[src/rtl/accum_n_stream.sv]
// rtl/accum_n_stream.sv - streaming FP16 n-dimension reduction with rotating partial-sum slots
module fp16_add_pipe #(
  parameter int LAT = 3
) (
  input  logic        clk,
  input  logic        rst,
  input  logic [15:0] a,
  input  logic [15:0] b,
  output logic [15:0] y
);

  function automatic logic [15:0] fp16_add(input logic [15:0] x, input logic [15:0] z);
    logic [15:0] p, q;
    logic [5:0]  ep, eq, d, e, sh, lz_ext;
    logic [10:0] mp, mq;
    logic [27:0] wide;
    logic [14:0] ap, bq, sum, packed_v;
    logic [13:0] n;
    logic [4:0]  efield;
    logic [3:0]  lz;
    logic        found, rnd;
    if (x[14:0] >= z[14:0]) begin
      p = x; q = z;
    end else begin
      p = z; q = x;
    end
    if ((x[14:10] == 5'h1f && x[9:0] != 0) || (z[14:10] == 5'h1f && z[9:0] != 0))
      return 16'h7e00;
    if (p[14:10] == 5'h1f)
      return (q[14:10] == 5'h1f && p[15] != q[15]) ? 16'h7e00 : p;
    ep = (p[14:10] == 0) ? 6'd1 : {1'b0, p[14:10]};
    eq = (q[14:10] == 0) ? 6'd1 : {1'b0, q[14:10]};
    mp = {p[14:10] != 0, p[9:0]};
    mq = {q[14:10] != 0, q[9:0]};
    d = ep - eq;
    // three extra bits (guard, round, sticky) below the significand
    wide = {mq, 3'b000, 14'd0} >> ((d > 6'd27) ? 6'd27 : d);
    ap = {1'b0, mp, 3'b000};
    bq = {1'b0, wide[27:15], wide[14] | (|wide[13:0])};
    sum = (p[15] ^ q[15]) ? ap - bq : ap + bq;
    if (sum == 0)
      return (p[15] ^ q[15]) ? 16'h0000 : {p[15], 15'd0};
    if (sum[14]) begin
      n = {sum[14:2], sum[1] | sum[0]};
      e = ep + 6'd1;
    end else begin
      lz = 4'd0;
      found = 1'b0;
      for (int i = 13; i >= 0; i--) begin
        if (!found) begin
          if (sum[i]) found = 1'b1;
          else lz = lz + 4'd1;
        end
      end
      lz_ext = {2'b00, lz};
      sh = (lz_ext > ep - 6'd1) ? ep - 6'd1 : lz_ext;
      n = sum[13:0] << sh;
      e = ep - sh;
    end
    if (n[13] && e >= 6'd31)
      return {p[15], 15'h7c00};
    efield = n[13] ? e[4:0] : 5'd0;
    rnd = n[2] & (n[1] | n[0] | n[3]);
    // a carry out of the fraction bumps the exponent, including subnormal to normal
    packed_v = {efield, n[12:3]} + {14'd0, rnd};
    if (packed_v[14:10] == 5'h1f)
      return {p[15], 15'h7c00};
    return {p[15], packed_v};
  endfunction

  logic [15:0] stage [LAT];

  always_ff @(posedge clk) begin
    if (rst) begin
      for (int i = 0; i < LAT; i++) stage[i] <= 16'h0000;
    end else begin
      stage[0] <= fp16_add(a, b);
      for (int i = 1; i < LAT; i++) stage[i] <= stage[i-1];
    end
  end

  assign y = stage[LAT-1];

endmodule

module accum_n_stream #(
  parameter int DW      = 16,
  parameter int CH      = 4,
  parameter int N_MAX   = 128,
  parameter int ADD_LAT = 3,
  localparam int NW     = $clog2(N_MAX + 1),
  localparam int SLOTS  = ADD_LAT + 1
) (
  input  logic               clk,
  input  logic               rst,
  input  logic               start_i,
  input  logic [NW-1:0]      n_len_i,
  output logic               busy_o,
  input  logic               s_valid_i,
  output logic               s_ready_o,
  input  logic [CH*DW-1:0]   s_data_i,
  input  logic               s_last_i,
  output logic               m_valid_o,
  input  logic               m_ready_i,
  output logic [CH*DW-1:0]   m_sum_o,
  output logic               m_len_err_o
);

  localparam int IW = $clog2(SLOTS);
  localparam int FW = $clog2(SLOTS + 1);
  localparam int CW = $clog2(ADD_LAT + 1);

  typedef enum logic [2:0] {IDLE, ACC, DRAIN, FOLD, OUT} state_t;

  state_t          state;
  logic [NW-1:0]   n_len, beat_cnt, n_clamp;
  logic [IW-1:0]   idx;
  logic [FW-1:0]   fold_i;
  logic [CW-1:0]   wait_cnt;
  logic [DW-1:0]   slot  [CH][SLOTS];
  logic [DW-1:0]   add_a [CH];
  logic [DW-1:0]   add_b [CH];
  logic [DW-1:0]   add_y [CH];
  logic            tag_v   [ADD_LAT];
  logic [IW-1:0]   tag_idx [ADD_LAT];
  logic            hs;

  assign hs      = s_valid_i & s_ready_o;
  assign n_clamp = (n_len_i > NW'(N_MAX)) ? NW'(N_MAX) : n_len_i;

  // During FOLD the adder output is chained back in, so the running total never lands in a slot
  always_comb begin
    for (int c = 0; c < CH; c++) begin
      add_a[c] = slot[c][idx];
      add_b[c] = s_data_i[DW*c +: DW];
      if (state == FOLD) begin
        add_a[c] = (fold_i == FW'(1)) ? slot[c][0] : add_y[c];
        add_b[c] = slot[c][fold_i[IW-1:0]];
      end
    end
  end

  for (genvar c = 0; c < CH; c++) begin : g_add
    fp16_add_pipe #(.LAT(ADD_LAT)) u_add (
      .clk (clk),
      .rst (rst),
      .a   (add_a[c]),
      .b   (add_b[c]),
      .y   (add_y[c])
    );
  end

  always_ff @(posedge clk) begin
    if (rst) begin
      for (int i = 0; i < ADD_LAT; i++) begin
        tag_v[i]   <= 1'b0;
        tag_idx[i] <= '0;
      end
    end else begin
      tag_v[0]   <= hs;
      tag_idx[0] <= idx;
      for (int i = 1; i < ADD_LAT; i++) begin
        tag_v[i]   <= tag_v[i-1];
        tag_idx[i] <= tag_idx[i-1];
      end
    end
  end

  always_ff @(posedge clk) begin
    if (rst) begin
      state       <= IDLE;
      s_ready_o   <= 1'b0;
      m_valid_o   <= 1'b0;
      busy_o      <= 1'b0;
      m_len_err_o <= 1'b0;
      m_sum_o     <= '0;
      n_len       <= '0;
      beat_cnt    <= '0;
      idx         <= '0;
      fold_i      <= '0;
      wait_cnt    <= '0;
      for (int c = 0; c < CH; c++)
        for (int s = 0; s < SLOTS; s++) slot[c][s] <= '0;
    end else begin
      if (tag_v[ADD_LAT-1])
        for (int c = 0; c < CH; c++) slot[c][tag_idx[ADD_LAT-1]] <= add_y[c];
      case (state)
        IDLE: begin
          if (start_i) begin
            for (int c = 0; c < CH; c++)
              for (int s = 0; s < SLOTS; s++) slot[c][s] <= '0;
            n_len       <= n_clamp;
            beat_cnt    <= '0;
            idx         <= '0;
            m_len_err_o <= 1'b0;
            busy_o      <= 1'b1;
            if (n_clamp == '0) begin
              m_sum_o   <= '0;
              m_valid_o <= 1'b1;
              state     <= OUT;
            end else begin
              s_ready_o <= 1'b1;
              state     <= ACC;
            end
          end
        end
        ACC: begin
          if (hs) begin
            if (s_last_i != (beat_cnt == n_len - NW'(1))) m_len_err_o <= 1'b1;
            idx      <= (idx == IW'(SLOTS - 1)) ? '0 : idx + IW'(1);
            beat_cnt <= beat_cnt + NW'(1);
            if (beat_cnt == n_len - NW'(1)) begin
              s_ready_o <= 1'b0;
              wait_cnt  <= '0;
              state     <= DRAIN;
            end
          end
        end
        DRAIN: begin
          if (wait_cnt == CW'(ADD_LAT - 1)) begin
            fold_i   <= FW'(1);
            wait_cnt <= '0;
            state    <= FOLD;
          end else begin
            wait_cnt <= wait_cnt + CW'(1);
          end
        end
        FOLD: begin
          if (wait_cnt != '0) begin
            wait_cnt <= wait_cnt - CW'(1);
          end else if (fold_i == FW'(SLOTS)) begin
            for (int c = 0; c < CH; c++) m_sum_o[DW*c +: DW] <= add_y[c];
            m_valid_o <= 1'b1;
            state     <= OUT;
          end else begin
            fold_i   <= fold_i + FW'(1);
            wait_cnt <= CW'(ADD_LAT - 1);
          end
        end
        OUT: begin
          if (m_ready_i) begin
            m_valid_o   <= 1'b0;
            m_len_err_o <= 1'b0;
            busy_o      <= 1'b0;
            state       <= IDLE;
          end
        end
        default: state <= IDLE;
      endcase
    end
  end

endmodule

[config.mk]
export PLATFORM = sky130hd
export DESIGN_NAME = accum_n_stream
export DESIGN_NICKNAME = d
export VERILOG_FILES = /design/src/rtl/accum_n_stream.sv
export SDC_FILE = /design/constraint.sdc
export NUM_CORES = 2
export LEC_CHECK = 0
export BUFFER_PORTS_ARGS = -buffer_cell sky130_fd_sc_hd__buf_2
export CORE_MARGIN = 4
export CORE_UTILIZATION = 60
export CTS_BUF_LIST = sky130_fd_sc_hd__clkbuf_16
export DETAILED_ROUTE_END_ITERATION = 7
export MAX_ROUTING_LAYER = met4
export PLACE_DENSITY = 0.83
export SLEW_MARGIN = 5
export SYNTH_ARGS = -nofsm -noshare
export SYNTH_HDL_FRONTEND = slang
export SYNTH_SLANG_ARGS = --single-unit
[constraint.sdc]
create_clock -name clk -period 32.1 [get_ports clk]
set_input_delay 4.815 -clock clk [delete_from_list [all_inputs] [get_ports clk]]
set_output_delay 4.815 -clock clk [all_outputs]
set_load 0.05 [all_outputs]
==> out/qor.txt <==
Mean Syn Cell Area: 8.32 um2
Worst setup path start: s_data_i[13]
Largest cells by area after synthesis: edfxtp_1 15%, dfxtp_1 12%, ha_1 6.8%, mux4_2 5.1%, nand2_1 4.4%
Crit-path leading delay family: compound AO/OA/AOI/OAI gates
Status: completed
Worst Path Required: 32560 ps
Crit Path Class: in -> reg
CP endpoint: g_add[0].u_add.stage[0][3]$_SDFF_PP0_
RD Place Congestion: 1.02
Dpl hpwl: 117000 um
Worst-Margin Slew: 1200 ps
Routed WL: 161000 um
Worst-case clock buffer depth: 3
DIE HEIGHT: 299 um
Setup crit start kind: input port
Initial antenna violation count: 1
Synthesis-to-layout area growth: 6.00%
Critical path endpoint category: flip-flop
Initial DRC Count: 5781
Syn nets: 6461
Max Cap Violations: 0
Slew Limit Fails: 0
Final hold viol count: 0
Vias in the first global route: 45.8k
Sequential fraction of the synthesis area: 0.268
CTS Hold Buffers Added: 0
CTS Buf Count: 52
Clk_skew: 23.1 ps
Multi-input gate area: 0.0347 mm2
Htree depth: 2
Clock slew at reported path FFs: 60 ps
Layout Nets: 6408
Fin Setup TNS: 0 ps
Clock Sink Count: 551
Synth cell types: 133
Post-synth EDFFs: 256
Tcrit/Tclk final: 0.840
Antenna Nets Post-Route: 0
Max FO, Critical Path: 40
Post-synth ARST share: 0
Max Clock Freq: 37.1 MHz
I/O Pins: 146
Reg2reg end: g_add[0].u_add.stage[0][3]$_SDFF_PP0_
Slowest CP cell: a31oi_2
Worst path depth: 86
Remaining global-route overflow: 0
Via count: 49.1k
Slew headroom: 0.193
Router iterations before antenna repair: 8
Layout cells sized above 1: 0.105
Worst-Skew Late Latency: 620 ps
Yosys top cell area share: 0.152
Final setup violation count: 0
Port bufs: 145
DR DRC count: 0
Most used cell, CP: a21oi_1
Syn Std Cell Area: 0.0507 mm2
R2R Setup Slk: 7120 ps
First-pass GRT wire length: 252000 um
Post-CTS Setup Bufs: 0
Num rows: 106
Filler cells: 7077
Critical R2R Launch: state[2]$_SDFFE_PP0P_
CTS tree: yes
CTS root buf: clkbuf_16
Buf/Inv on CP: 6
Worst r2r path cells: 88
Routed wire per std cell: 22.3 um
Vias per cell: 6.80
Initial Util: 0.606
Worst path max stage delay: 800 ps
CTS resizes: 0
Synth Warn #: 0
Top FF cell, synth: dfxtp_1
RSZ-0062 raised after global routing: false
Area of the die: 0.0893 mm2
Core Box Area: 0.0837 mm2
Synth Register Bits: 551
Hold WC Path Type: reg -> reg
Final min period: 26970 ps
Largest net degree at the start of global routing: 174
Crit path DAT: 27430 ps
Yosys top cell by area: edfxtp_1
Cells after Synth: 6096
Total global-route track usage: 0.353
Storage cell area: 0.0136 mm2
Chip width: 299 um
-- synth_stat cells, drive strengths merged (24+ instances only) --
| master | count |
|---|---|
| a211o | 27 |
| a211oi | 82 |
| a21boi | 24 |
| a21o | 80 |
| a21oi | 357 |
| a22oi | 79 |
| a31o | 26 |
| a31oi | 119 |
| and2 | 245 |
| and3 | 61 |
| buf | 121 |
| clkbuf | 203 |
| dfxtp | 295 |
| edfxtp | 256 |
| ha | 275 |
| inv | 257 |
| mux2 | 62 |
| mux2i | 195 |
| mux4 | 125 |
| nand2 | 596 |
| nand2b | 47 |
| nand3 | 185 |
| nand3b | 26 |
| nand4 | 72 |
| nor2 | 596 |
| nor2b | 181 |
| nor3 | 152 |
| nor3b | 25 |
| nor4 | 57 |
| o211ai | 57 |
| o21a | 59 |
| o21ai | 332 |
| o21bai | 45 |
| o22ai | 34 |
| o31ai | 52 |
| or2 | 43 |
| or3 | 38 |
| or4 | 24 |
| xnor2 | 133 |
| xor2 | 63 |
-- flip-flops by register name, indices dropped and copies added, names as in the netlist, 2 cells and up --
name	flops
tag_idx	6
wait_cnt	2
fold_i	3
beat_cnt	8
idx	2
g_add.u_add.stage	192
m_sum_o	64
tag_v	3
n_len	8
state	3
slot	256
-- placed cells by master, fill, tap and decap left out, types with 70 or more instances in the layout --
cell | Yosys | final
dfxtp_1 | 295 | 291
a22oi_1 | 79 | 79
buf_2 | 59 | 144
xnor2_1 | 133 | 133
buf_4 | 27 | 70
nand4_1 | 72 | 72
nand3_1 | 185 | 185
nor2b_1 | 181 | 180
ha_1 | 275 | 275
mux4_2 | 115 | 115
nor3_1 | 148 | 147
a31oi_1 | 116 | 114
nor2_1 | 594 | 591
mux2i_1 | 190 | 190
nand2_1 | 595 | 595
a21o_1 | 80 | 79
a211oi_1 | 77 | 76
a21oi_1 | 353 | 352
and2_1 | 239 | 238
inv_1 | 249 | 263
edfxtp_1 | 256 | 256
o21ai_0 | 297 | 297
-- worst min-delay path by stage --
| stage | startpoint | end | slack [ps] | cells after the start |
|---|---|---|---|---|
| floorplan | g_add[0].u_add.stage[0][0]$_SDFF_PP0_ | g_add[0].u_add.stage[0][16]$_SDFF_PP0_ | 410 | 1 |
| global placement | g_add[1].u_add.stage[0][12]$_SDFF_PP0_ | g_add[1].u_add.stage[0][28]$_SDFF_PP0_ | 410 | 1 |
| detailed placement | g_add[0].u_add.stage[0][19]$_SDFF_PP0_ | g_add[0].u_add.stage[0][35]$_SDFF_PP0_ | 420 | 1 |
| CTS | g_add[2].u_add.stage[0][7]$_SDFF_PP0_ | g_add[2].u_add.stage[0][23]$_SDFF_PP0_ | 440 | 1 |
| global route | g_add[3].u_add.stage[0][26]$_SDFF_PP0_ | g_add[3].u_add.stage[0][42]$_SDFF_PP0_ | 450 | 1 |
| finish | g_add[3].u_add.stage[0][26]$_SDFF_PP0_ | g_add[3].u_add.stage[0][42]$_SDFF_PP0_ | 430 | 1 |
-- logic make-up (layout without fill, tap and decap cells) --
kind of cell | count (synthesis) | in the layout | synth area share
simple gates | 2421 | 2421 | 0.240
compound gates | 1672 | 1672 | 0.225
buf+inv | 585 | 575 | 0.0506
flops | 551 | 551 | 0.268
mux | 382 | 382 | 0.109
fa+ha+maj | 287 | 287 | 0.0726
xor+xnor | 198 | 198 | 0.0349
other cells | 0 | 2 | 0
-- layout make-up --
type	count	area share
multi-input cells	4960	0.645
flip-flops and latches	551	0.253
clock buffers	57	0.0265
well taps	1134	0.0264
repair buffers	217	0.0242
inverters	261	0.0182
clock inverters	40	0.00691
diodes	2	0.0000931
-- layer usage --
layer / vias up / track usage / part of all wire
met3: 491 / 0.0493 / 0.093
met4: 0 / 0.144 / 0.046
li1: 22578 / - / -
met2: 2818 / 0.553 / 0.45
met1: 23236 / 0.464 / 0.41
met5: - / - / 0
-- stage by stage --
| step | area, um2 | hold slack [ps] | util | setup WS (ps) | cells |
|---|---|---|---|---|---|
| final | 53800 | 433 | 0.642 | 5130 | 7222 |
| after global routing | 53800 | 448 | 0.642 | 3250 | 7220 |
| after CTS | 53800 | 436 | 0.642 | 5520 | 7220 |
| after detailed placement | 52000 | 422 | 0.621 | 4950 | 7123 |
| after global placement | 52000 | 415 | 0.621 | 5380 | 7123 |
| after floorplan | 50700 | 414 | - | 8220 | 6096 |
Power is not shown: default switching activity piles up to over one toggle a cycle in this logic, so the estimate is an artifact.
